[config.mk]
export PLATFORM = sky130hd
export DESIGN_NAME = button_cond
export DESIGN_NICKNAME = d
export VERILOG_FILES = /design/src/rtl/button_cond.sv
export SDC_FILE = /design/constraint.sdc
export NUM_CORES = 1
export LEC_CHECK = 0
export CELL_PAD_IN_SITES_DETAIL_PLACEMENT = 1
export CELL_PAD_IN_SITES_GLOBAL_PLACEMENT = 2
export CORE_MARGIN = 3
export CORE_UTILIZATION = 37
export CTS_CLUSTER_DIAMETER = 80
export DETAILED_ROUTE_END_ITERATION = 12
export MAX_ROUTING_LAYER = met4
export PLACE_DENSITY = 0.79
export SYNTH_ARGS = -nofsm -noshare
export SYNTH_HDL_FRONTEND = slang
export SYNTH_SLANG_ARGS = --single-unit
[constraint.sdc]
create_clock -name clk -period 2 [get_ports clk]
set_input_delay 0.3 -clock clk [delete_from_list [all_inputs] [get_ports clk]]
set_output_delay 0.3 -clock clk [all_outputs]
set_load 0.05 [all_outputs]
[src/rtl/button_cond.sv]
// button_cond: conditions one raw advance push-button for the digital clock.
// Two-flop synchroniser, counter-based debounce, and a single-cycle advance
// strobe per press with optional auto-repeat while the button stays held.
`timescale 1ns/1ps
module button_cond #(
  parameter int DEBOUNCE_CYCLES = 1000000,
  parameter bit REPEAT_EN       = 1'b1,
  parameter int REPEAT_DELAY    = 50000000,
  parameter int REPEAT_RATE     = 10000000
) (
  input  logic clk,
  input  logic rst,
  input  logic btn_in,
  output logic level,
  output logic pulse
);

  localparam int DB_W   = $clog2(DEBOUNCE_CYCLES + 1);
  localparam int RP_MAX = (REPEAT_DELAY > REPEAT_RATE) ? REPEAT_DELAY : REPEAT_RATE;
  localparam int RP_W   = $clog2(RP_MAX + 1);

  localparam logic [DB_W-1:0] DB_LAST    = DB_W'(DEBOUNCE_CYCLES - 1);
  localparam logic [RP_W-1:0] DELAY_LAST = RP_W'(REPEAT_DELAY - 1);
  localparam logic [RP_W-1:0] RATE_LAST  = RP_W'(REPEAT_RATE - 1);

  typedef enum logic [1:0] {
    IDLE   = 2'd0,
    HOLD   = 2'd1,
    REPEAT = 2'd2
  } state_e;

  logic            sync1_q, sync2_q;
  logic            level_q, level_d;
  logic [DB_W-1:0] db_cnt_q, db_cnt_d;
  logic            rise, fall;
  state_e          state_q, state_d;
  logic [RP_W-1:0] rp_cnt_q, rp_cnt_d;
  logic            pulse_q, pulse_d;

  // Two-flop synchroniser for the asynchronous button pin.
  always_ff @(posedge clk or negedge rst) begin
    if (!rst) begin
      sync1_q <= 1'b0;
      sync2_q <= 1'b0;
    end else begin
      sync1_q <= btn_in;
      sync2_q <= sync1_q;
    end
  end

  // Debounce: count consecutive mismatching cycles; flip level on the last one.
  always_comb begin
    db_cnt_d = '0;
    level_d  = level_q;
    rise     = 1'b0;
    fall     = 1'b0;
    if (sync2_q != level_q) begin
      if (db_cnt_q == DB_LAST) begin
        level_d = sync2_q;
        rise    = sync2_q;
        fall    = ~sync2_q;
      end else begin
        db_cnt_d = db_cnt_q + DB_W'(1);
      end
    end
  end

  // Debounced level and its mismatch counter.
  always_ff @(posedge clk or negedge rst) begin
    if (!rst) begin
      level_q  <= 1'b0;
      db_cnt_q <= '0;
    end else begin
      level_q  <= level_d;
      db_cnt_q <= db_cnt_d;
    end
  end

  // Press FSM: first pulse with the level edge, then delayed and periodic repeats;
  // a release always wins over a repeat that falls due in the same cycle.
  always_comb begin
    state_d  = state_q;
    rp_cnt_d = rp_cnt_q;
    pulse_d  = 1'b0;
    case (state_q)
      IDLE: begin
        rp_cnt_d = '0;
        if (rise) begin
          pulse_d = 1'b1;
          state_d = HOLD;
        end
      end
      HOLD: begin
        if (fall) begin
          state_d  = IDLE;
          rp_cnt_d = '0;
        end else if (REPEAT_EN) begin
          if (rp_cnt_q == DELAY_LAST) begin
            pulse_d  = 1'b1;
            rp_cnt_d = '0;
            state_d  = REPEAT;
          end else begin
            rp_cnt_d = rp_cnt_q + RP_W'(1);
          end
        end
      end
      REPEAT: begin
        if (fall) begin
          state_d  = IDLE;
          rp_cnt_d = '0;
        end else if (rp_cnt_q == RATE_LAST) begin
          pulse_d  = 1'b1;
          rp_cnt_d = '0;
        end else begin
          rp_cnt_d = rp_cnt_q + RP_W'(1);
        end
      end
      default: begin
        state_d  = IDLE;
        rp_cnt_d = '0;
      end
    endcase
  end

  // FSM state, repeat counter and registered strobe.
  always_ff @(posedge clk or negedge rst) begin
    if (!rst) begin
      state_q  <= IDLE;
      rp_cnt_q <= '0;
      pulse_q  <= 1'b0;
    end else begin
      state_q  <= state_d;
      rp_cnt_q <= rp_cnt_d;
      pulse_q  <= pulse_d;
    end
  end

  assign level = level_q;
  assign pulse = pulse_q;

endmodule

==> results of run 1 <==
[power by group]
| part | total, mW | internal [mW] | switching, mW |
|---|---|---|---|
| logic | 0.0635 | 0.0231 | 0.0404 |
| clock network | 0.751 | 0.378 | 0.374 |
| registers | 1.06 | 1.06 | 0.00458 |
[area by class of cell]
cell class	instances	area, sq um
clock buffers	5	68.8
multi-input cells	214	1520
well taps	99	124
clock inverters	3	46.3
fillers	826	3850
flip-flops and latches	52	1300
inverters	11	41.3
repair buffers	37	383
[synth_stat cells, drive strengths merged (3+ instances only)]
cell / instances
xor2: 16
ha: 6
nor3b: 3
and4: 4
nand3: 19
nor4: 9
nor3: 11
or2: 3
and3: 6
dfrtp: 52
nor2: 55
nand4: 9
xnor2: 27
inv: 11
buf: 6
nor4b: 4
nand2: 23
nor2b: 3
[logic make-up (layout without fill, tap and decap cells)]
group           after synthesis  count (layout)
flops                        52              52
simple gates                155             155
compound gates               10              10
fa+ha+maj                     6               6
xor+xnor                     43              43
buf+inv                      17              56
[cells in the final DEF, fill, tap and decap left out, types with 2 or more instances in the layout]
cell and n:
nor3_1 11, nor2b_1 3, inv_1 11, clkdlybuf4s50_1 2, a211oi_1 2, buf_4 26, ha_1 6, buf_12 5
nand4_1 7, xnor2_1 27, nor3b_1 3, dfrtp_1 51, or2_2 3, nand4_2 2, nand3_1 19, nor4_1 7
nor4b_4 2, and4_4 2, xor2_1 16, clkbuf_8 5, nor2_4 14, and4_1 2, and3_1 6, o31a_1 2
and2_1 2, nor2_1 32, nor2_2 9, nor4_2 2, nand2_1 22, clkbuf_16 2
[per-layer routing]
metal	global-route usage [%]	vias to the layer above	wire length (microns)
li1	-	1035	-
met1	20.9	1062	3270
met2	27.3	17	3520
met3	3.38	7	143
met4	4.40	0	51
met5	-	-	0
[worst max-delay path: cells and delay by family (launching register included)]
kind / cells / cell delay, ps
AO/OA/AOI/OAI: 2 / 560
buffers and inverters: 2 / 320
AND/OR/NAND/NOR: 3 / 540
flip-flops: 1 / 450
[worst paths after layout]
| path | start | to | slack [ps] | depth (start not counted) |
|---|---|---|---|---|
| min in group clk | sync1_q | sync2_q | 360 | 0 |
| max in group asynchronous | rst | rp_cnt_q[3] | 1450 | 2 |
| worst min-delay path | rst | level | -10 | 1 |
| worst max register to register | rp_cnt_q[13] | rp_cnt_q[16] | 20 | 7 |
| worst min register to register | sync1_q | sync2_q | 360 | 0 |
| worst max-delay path | rp_cnt_q[13] | rp_cnt_q[16] | 20 | 7 |
[stage by stage]
step                      std cells  worst slack [ps]  utilization (%)  setup TNS (ps)  power (mW)
after floorplan                 283              63.1                -               0        1.10
after global placement          408               105             43.4               0        1.15
after detailed placement        408              25.4             43.4               0        1.15
after CTS                       416              1.38             45.0               0        1.91
after global routing            421             -54.4             47.5            -753        1.96
final                           421              16.5             47.5               0        1.88
[state kept, by name (all words and copies together) (netlist names)]
| register | count |
|---|---|
| sync2_q | 1 |
| sync1_q | 1 |
| db_cnt_q | 20 |
| pulse | 1 |
| rp_cnt_q | 26 |
| state_q | 2 |
| level | 1 |
[repair_timing]
item                                    in CTS  in global routing
endpoints found under the setup margin       2                 48
hold buffers                                 0                  0
gates cloned                                 0                  2
buffers inserted                             0                  3
pin swaps                                    0                 21
endpoints found under the hold margin        0                  0
gates resized for setup                      1                 23
==> summary.md, run 1 <==
| Metric | Value |
|---|---|
| Count of input and output buffers | `4` |
| Synth top area cells | `dfrtp_1 (46%), xnor2_1 (8.4%), xor2_1 (5.0%)` |
| EDFF count, synth | `0` |
| Total GRT Usage | `around 17%` |
| Iter 0 DRT Violations | `slightly above 80` |
| Vias in the first global route | `about 2300` |
| Ports | `5` |
| Post-route ant nets | `0` |
| Clock Pin Slew Worst Setup and Hold Paths | `100 ps` |
| DR vias/cell | `5.04` |
| Share of layout cells above drive strength 1 | `~25%` |
| Clock root buffer | `clkbuf_8` |
| Seq/Total Area, Yosys | `about 46%` |
| CP max stage delay | `450 ps` |
| Routability Congestion | `roughly 0.8` |
| Ys flop type | `dfrtp_1` |
| Final Skew | `between 6 and 7 ps` |
| Status | `complete, but fails checks` |
| MaxCap Viol Count | `0` |
| Top cell type by total area after synthesis | `dfrtp_1` |
| Synth-to-layout area growth | `23.7%` |
| Wire length per cell | `16.6 microns` |
| Setup Crit Path Kind | `flip-flop to flip-flop` |
| Die W | `between 90 and 100 microns` |
| Crit path cell chain | `nor4b_2, nand3_1, o31a_1, o211ai_4, buf_12, clkbuf_16, nor2_4` |
| DRT Wirelength | `roughly 7000 microns` |
| RSZ-0062 raised after global routing | `true` |
| Slowest CP cell | `dfrtp_1` |
| Die Y | `about 93 microns` |
| Slew margin rel. | `around 60%` |
| Failing checks | `hold timing` |
| Clock buffer count from CTS | `5` |
| Mapped cell area | `0.00282 sq mm` |
| Worst Path Max Fanout | `6` |
| Die area | `~0.0087 sq mm` |
| Post-Synth Simple-Gate Area | `between 30% and 40%` |
| Worst slew pin tran | `606 ps` |
| Remaining global-route overflow | `0` |
| Mean Syn Cell Area | `9.95 sq um` |
| Clk Latency, worst-skew pair | `about 310 ps` |
| Core Region | `between 0.007 and 0.008 sq mm` |
| Minimum clock period | `between 1500 and 2000 ps` |
| Synth Area in Adders | `approximately 2.7%` |
| Final Max Slew Viols | `0` |
| Cells after synthesis | `around 280` |
| Placed Area | `~0.0032 sq mm` |
| DR DRC count | `0` |
| H-tree levels | `2` |
| Worst Hold Class | `input pin to asynchronous set/reset pin` |
| Fmax | `between 0.5 and 0.6 GHz` |
| Initial antenna violation count | `0` |
| Post-synth ARST share | `100%` |
| Combinational family with the most area after synthesis | `simple AND/OR/NAND/NOR gates` |
| Layout Nets | `330` |
| Complex-gate fraction of the synthesized area | `between 3 and 4%` |
| Yosys Warn Count | `0` |
| Yosys top cell area share | `a little under half` |
| DP HPWL | `between 4000 and 5000 microns` |
| Vias | `~2100` |
| Largest net degree at the start of global routing | `30` |
| First-pass iteration count of the detailed router | `4` |
| Total clock sinks | `52` |
| Crit path capture type | `flip-flop` |
| Cell Rows | `31` |
| Starting Density | `around two fifths` |
| Crit path DAT | `around 2200 ps` |
| Final Hold Viols | `17` |
| Critical Path Start Type | `flip-flop` |
| WP data required | `about 2200 ps` |
| Mux cell area share after synthesis | `0%` |
| Buffer depth of the longest clock path | `2` |
| Pleak | `approximately 1.4 nW` |
| First-pass GRT wire length | `around 11000 microns` |
| XOR/XNOR share of the synthesized area | `13.4%` |
| Final period util | `99.2%` |
| Antenna diodes | `0` |
| Post-synth cell types | `37` |
| Peak VDD IR | `around 0.00026 V` |
| Syn nets | `between 200 and 300` |
| Hold_ws | `-13.7 ps` |
| CTS tree | `built` |
| Register bit total from synthesis | `52` |
| Pwr dens | `539 mW/mm^2` |
| Setup violators final | `0` |
| Final instance area | `approximately 0.0035 sq mm` |
Power figures use the tool's default switching activity.
==> inputs of run 2 (changes only) <==
- CORE_MARGIN: 3 -> 2
==> run 2 against run 1 <==
Net effect: non-clock buffer count unchanged; combinational power shrank 5.8%; highest routed layer unchanged; largest power group unchanged; via count rose by 0.90%; first-iteration DRC count shrank 6.0%; cell count did not move; global-route usage fell by 0.32 points; the flow now finishes without violations; clock skew is 1.4 ps higher; design area fell by 2.6%; critical path depth unchanged; power shrank 6.9%.
==> summary.md, run 2 (synthesized netlist as in run 1, its figures left out) <==
| Metric | Value |
|---|---|
| Status | `completed` |
| Initial antenna violation count | `0` |
| DR DRC count | `0` |
| Sw Ratio | `between 20 and 25%` |
| Switch Pwr | `between 300 and 400 uW` |
| Vias | `approximately 2100` |
| Core Region | `roughly 0.0073 sq mm` |
| Setup violators final | `0` |
| Minimum clock period | `1940 ps` |
| Die Y | `roughly 90 microns` |
| WP data required | `roughly 2200 ps` |
| CTS tree | `built` |
| Peak VDD IR | `around 0.00022 V` |
| Clock buffer count from CTS | `5` |
| Largest register FFs | `26` |
| Setup Crit Path Kind | `flip-flop to flip-flop` |
| Internal power | `1.36 mW` |
| Largest net degree at the start of global routing | `30` |
| Tot Pwr | `around 1.7 mW` |
| Most common cell on crit path | `buf_12` |
| Most frequent cells in the layout | `dfrtp_1 (52), nor2_1 (35), xnor2_1 (27), buf_4 (26), nand2_1 (22)` |
| DR vias/cell | `5.08` |
| Share of layout cells above drive strength 1 | `24.5%` |
| Remaining global-route overflow | `0` |
| Antenna diodes | `0` |
| Critical Path Start Type | `flip-flop` |
| Slew margin rel. | `between 60% and 70%` |
| Fmax | `0.515 GHz` |
| Crit path capture type | `flip-flop` |
| Worst Path Max Fanout | `8` |
| First-pass GRT wire length | `around 11000 microns` |
| Count of input and output buffers | `4` |
| Layout Nets | `330` |
| Die area | `approximately 0.0083 sq mm` |
| CP max stage delay | `roughly 450 ps` |
| Regs by FF count | `rp_cnt_q x26, db_cnt_q x20, state_q x2` |
| Synth-to-layout area growth | `20.5%` |
| Fill cells | `about 860` |
| First-pass iteration count of the detailed router | `4` |
| Clock root buffer | `clkbuf_8` |
| H-tree levels | `2` |
| Cell Rows | `31` |
| Final period util | `97.1%` |
| Flop2flop setup slack | `~60 ps` |
| Routability Congestion | `between 0.8 and 0.9` |
| Final Hold Viols | `0` |
| Register area | `approximately 0.0013 sq mm` |
| Clock Pin Slew Worst Setup and Hold Paths | `approximately 90 ps` |
| Total clock sinks | `between 50 and 60` |
| DRT Wirelength | `around 6600 microns` |
| Wire length per cell | `around 16 microns` |
| Largest register by flop count | `rp_cnt_q` |
| Hold_ws | `slightly below 400 ps` |
| Crit path cell chain | `nor4b_2, nand3_1, o31a_1, o211ai_4, buf_12, buf_12, nor2_1` |
| MaxCap Viol Count | `0` |
| Worst slew pin tran | `about 500 ps` |
| Crit path DAT | `approximately 2100 ps` |
| Clk Latency, worst-skew pair | `roughly 300 ps` |
| Die W | `between 90 and 100 microns` |
| Buffer depth of the longest clock path | `2` |
| Pleak | `around 1.4 nW` |
| Iter 0 DRT Violations | `78` |
| Pwr dens | `around 500 mW/mm^2` |
| Ports | `5` |
| DP HPWL | `between 4000 and 5000 microns` |
| Starting Density | `about 39%` |
| Footprint of the multi-input gates | `between 0.001 and 0.0015 sq mm` |
| Total GRT Usage | `around 16%` |
| Worst Hold Class | `flip-flop to flip-flop` |
| Final cell count without fillers | `421` |
| Commonest non-fill, non-tap cell in the layout | `dfrtp_1` |
| Final Skew | `roughly 7.6 ps` |
| Gate power share | `3.4%` |
| Final Core Density | `46.5%` |
| Inst Count DP | `just over 400` |
| Final Max Slew Viols | `0` |
| Register share of total power | `roughly three fifths` |
| Part of the power in the clock network | `between 30% and 40%` |
| Slowest CP cell | `dfrtp_1` |
| Vias in the first global route | `2165` |
| Post-route ant nets | `0` |
-- run 2: changes by cell type in the layout (fill, tap and decap cells not counted), moves of 2 or more --
cell      previous run  this run
nor2_4              14         0
nor2_1              32        35
clkinv_2             0         2
nor2_2               9        20
-- run 2: critical path, delay by kind of cell, from the launching register on --
family	cells	cell delay, ps
compound gates	2	570
flops	1	450
buf+inv	2	290
simple gates	3	530
-- run 2: final cells by class --
class                      count  area share (%)
tap                           99            3.65
multi-input combinational    214            43.1
clock buffer                   6            2.43
sequential                    52            38.3
timing repair buffer          37            11.0
clock inverter                 2           0.295
inverter                      11            1.22
-- run 2: final timing paths --
path                               from            to  cells past startpoint
min in group asynchronous           rst   db_cnt_q[1]                      3
min                             sync1_q       sync2_q                      0
min reg2reg                     sync1_q       sync2_q                      0
max in group asynchronous           rst  rp_cnt_q[12]                      3
max                        rp_cnt_q[13]  rp_cnt_q[14]                      7
max reg2reg                rp_cnt_q[13]  rp_cnt_q[14]                      7
-- run 2: power groups by stage --
stage	clock network (mW)	logic, mW	registers (mW)
floorplan	0	0.0148	1.08
global placement	0	0.0590	1.08
detailed placement	0	0.0602	1.08
CTS	0.645	0.0623	1.06
global route	0.692	0.0683	1.06
finish	0.624	0.0598	1.06
-- run 2: per-layer routing --
metal | share of wire [%] | wire length [microns] | track usage (%) | vias up
li1 | - | - | - | 1031
met1 | 50 | 3320 | 22.7 | 1084
met2 | 47 | 3090 | 24.6 | 18
met3 | 1.9 | 125 | 3.24 | 7
met4 | 0.95 | 63 | 3.91 | 0
met5 | 0 | 0 | - | -
-- run 2: per-stage QoR --
step	setup TNS, ps	area, sq um	setup slack, ps
after global routing	-44.7	3390	-17.1
final	0	3390	58.6
after detailed placement	0	3170	56.8
after CTS	0	3270	31.5
after global placement	0	3170	89.8
after floorplan	0	2820	63.1
-- run 2: what timing repair did --
action                                 4_1_cts  5_1_grt
endpoints found under the hold margin       18        0
gates resized for setup                      0       10
setup buffers                                0        2
setup endpoints to repair                    0       29
hold buffers                                 1        0
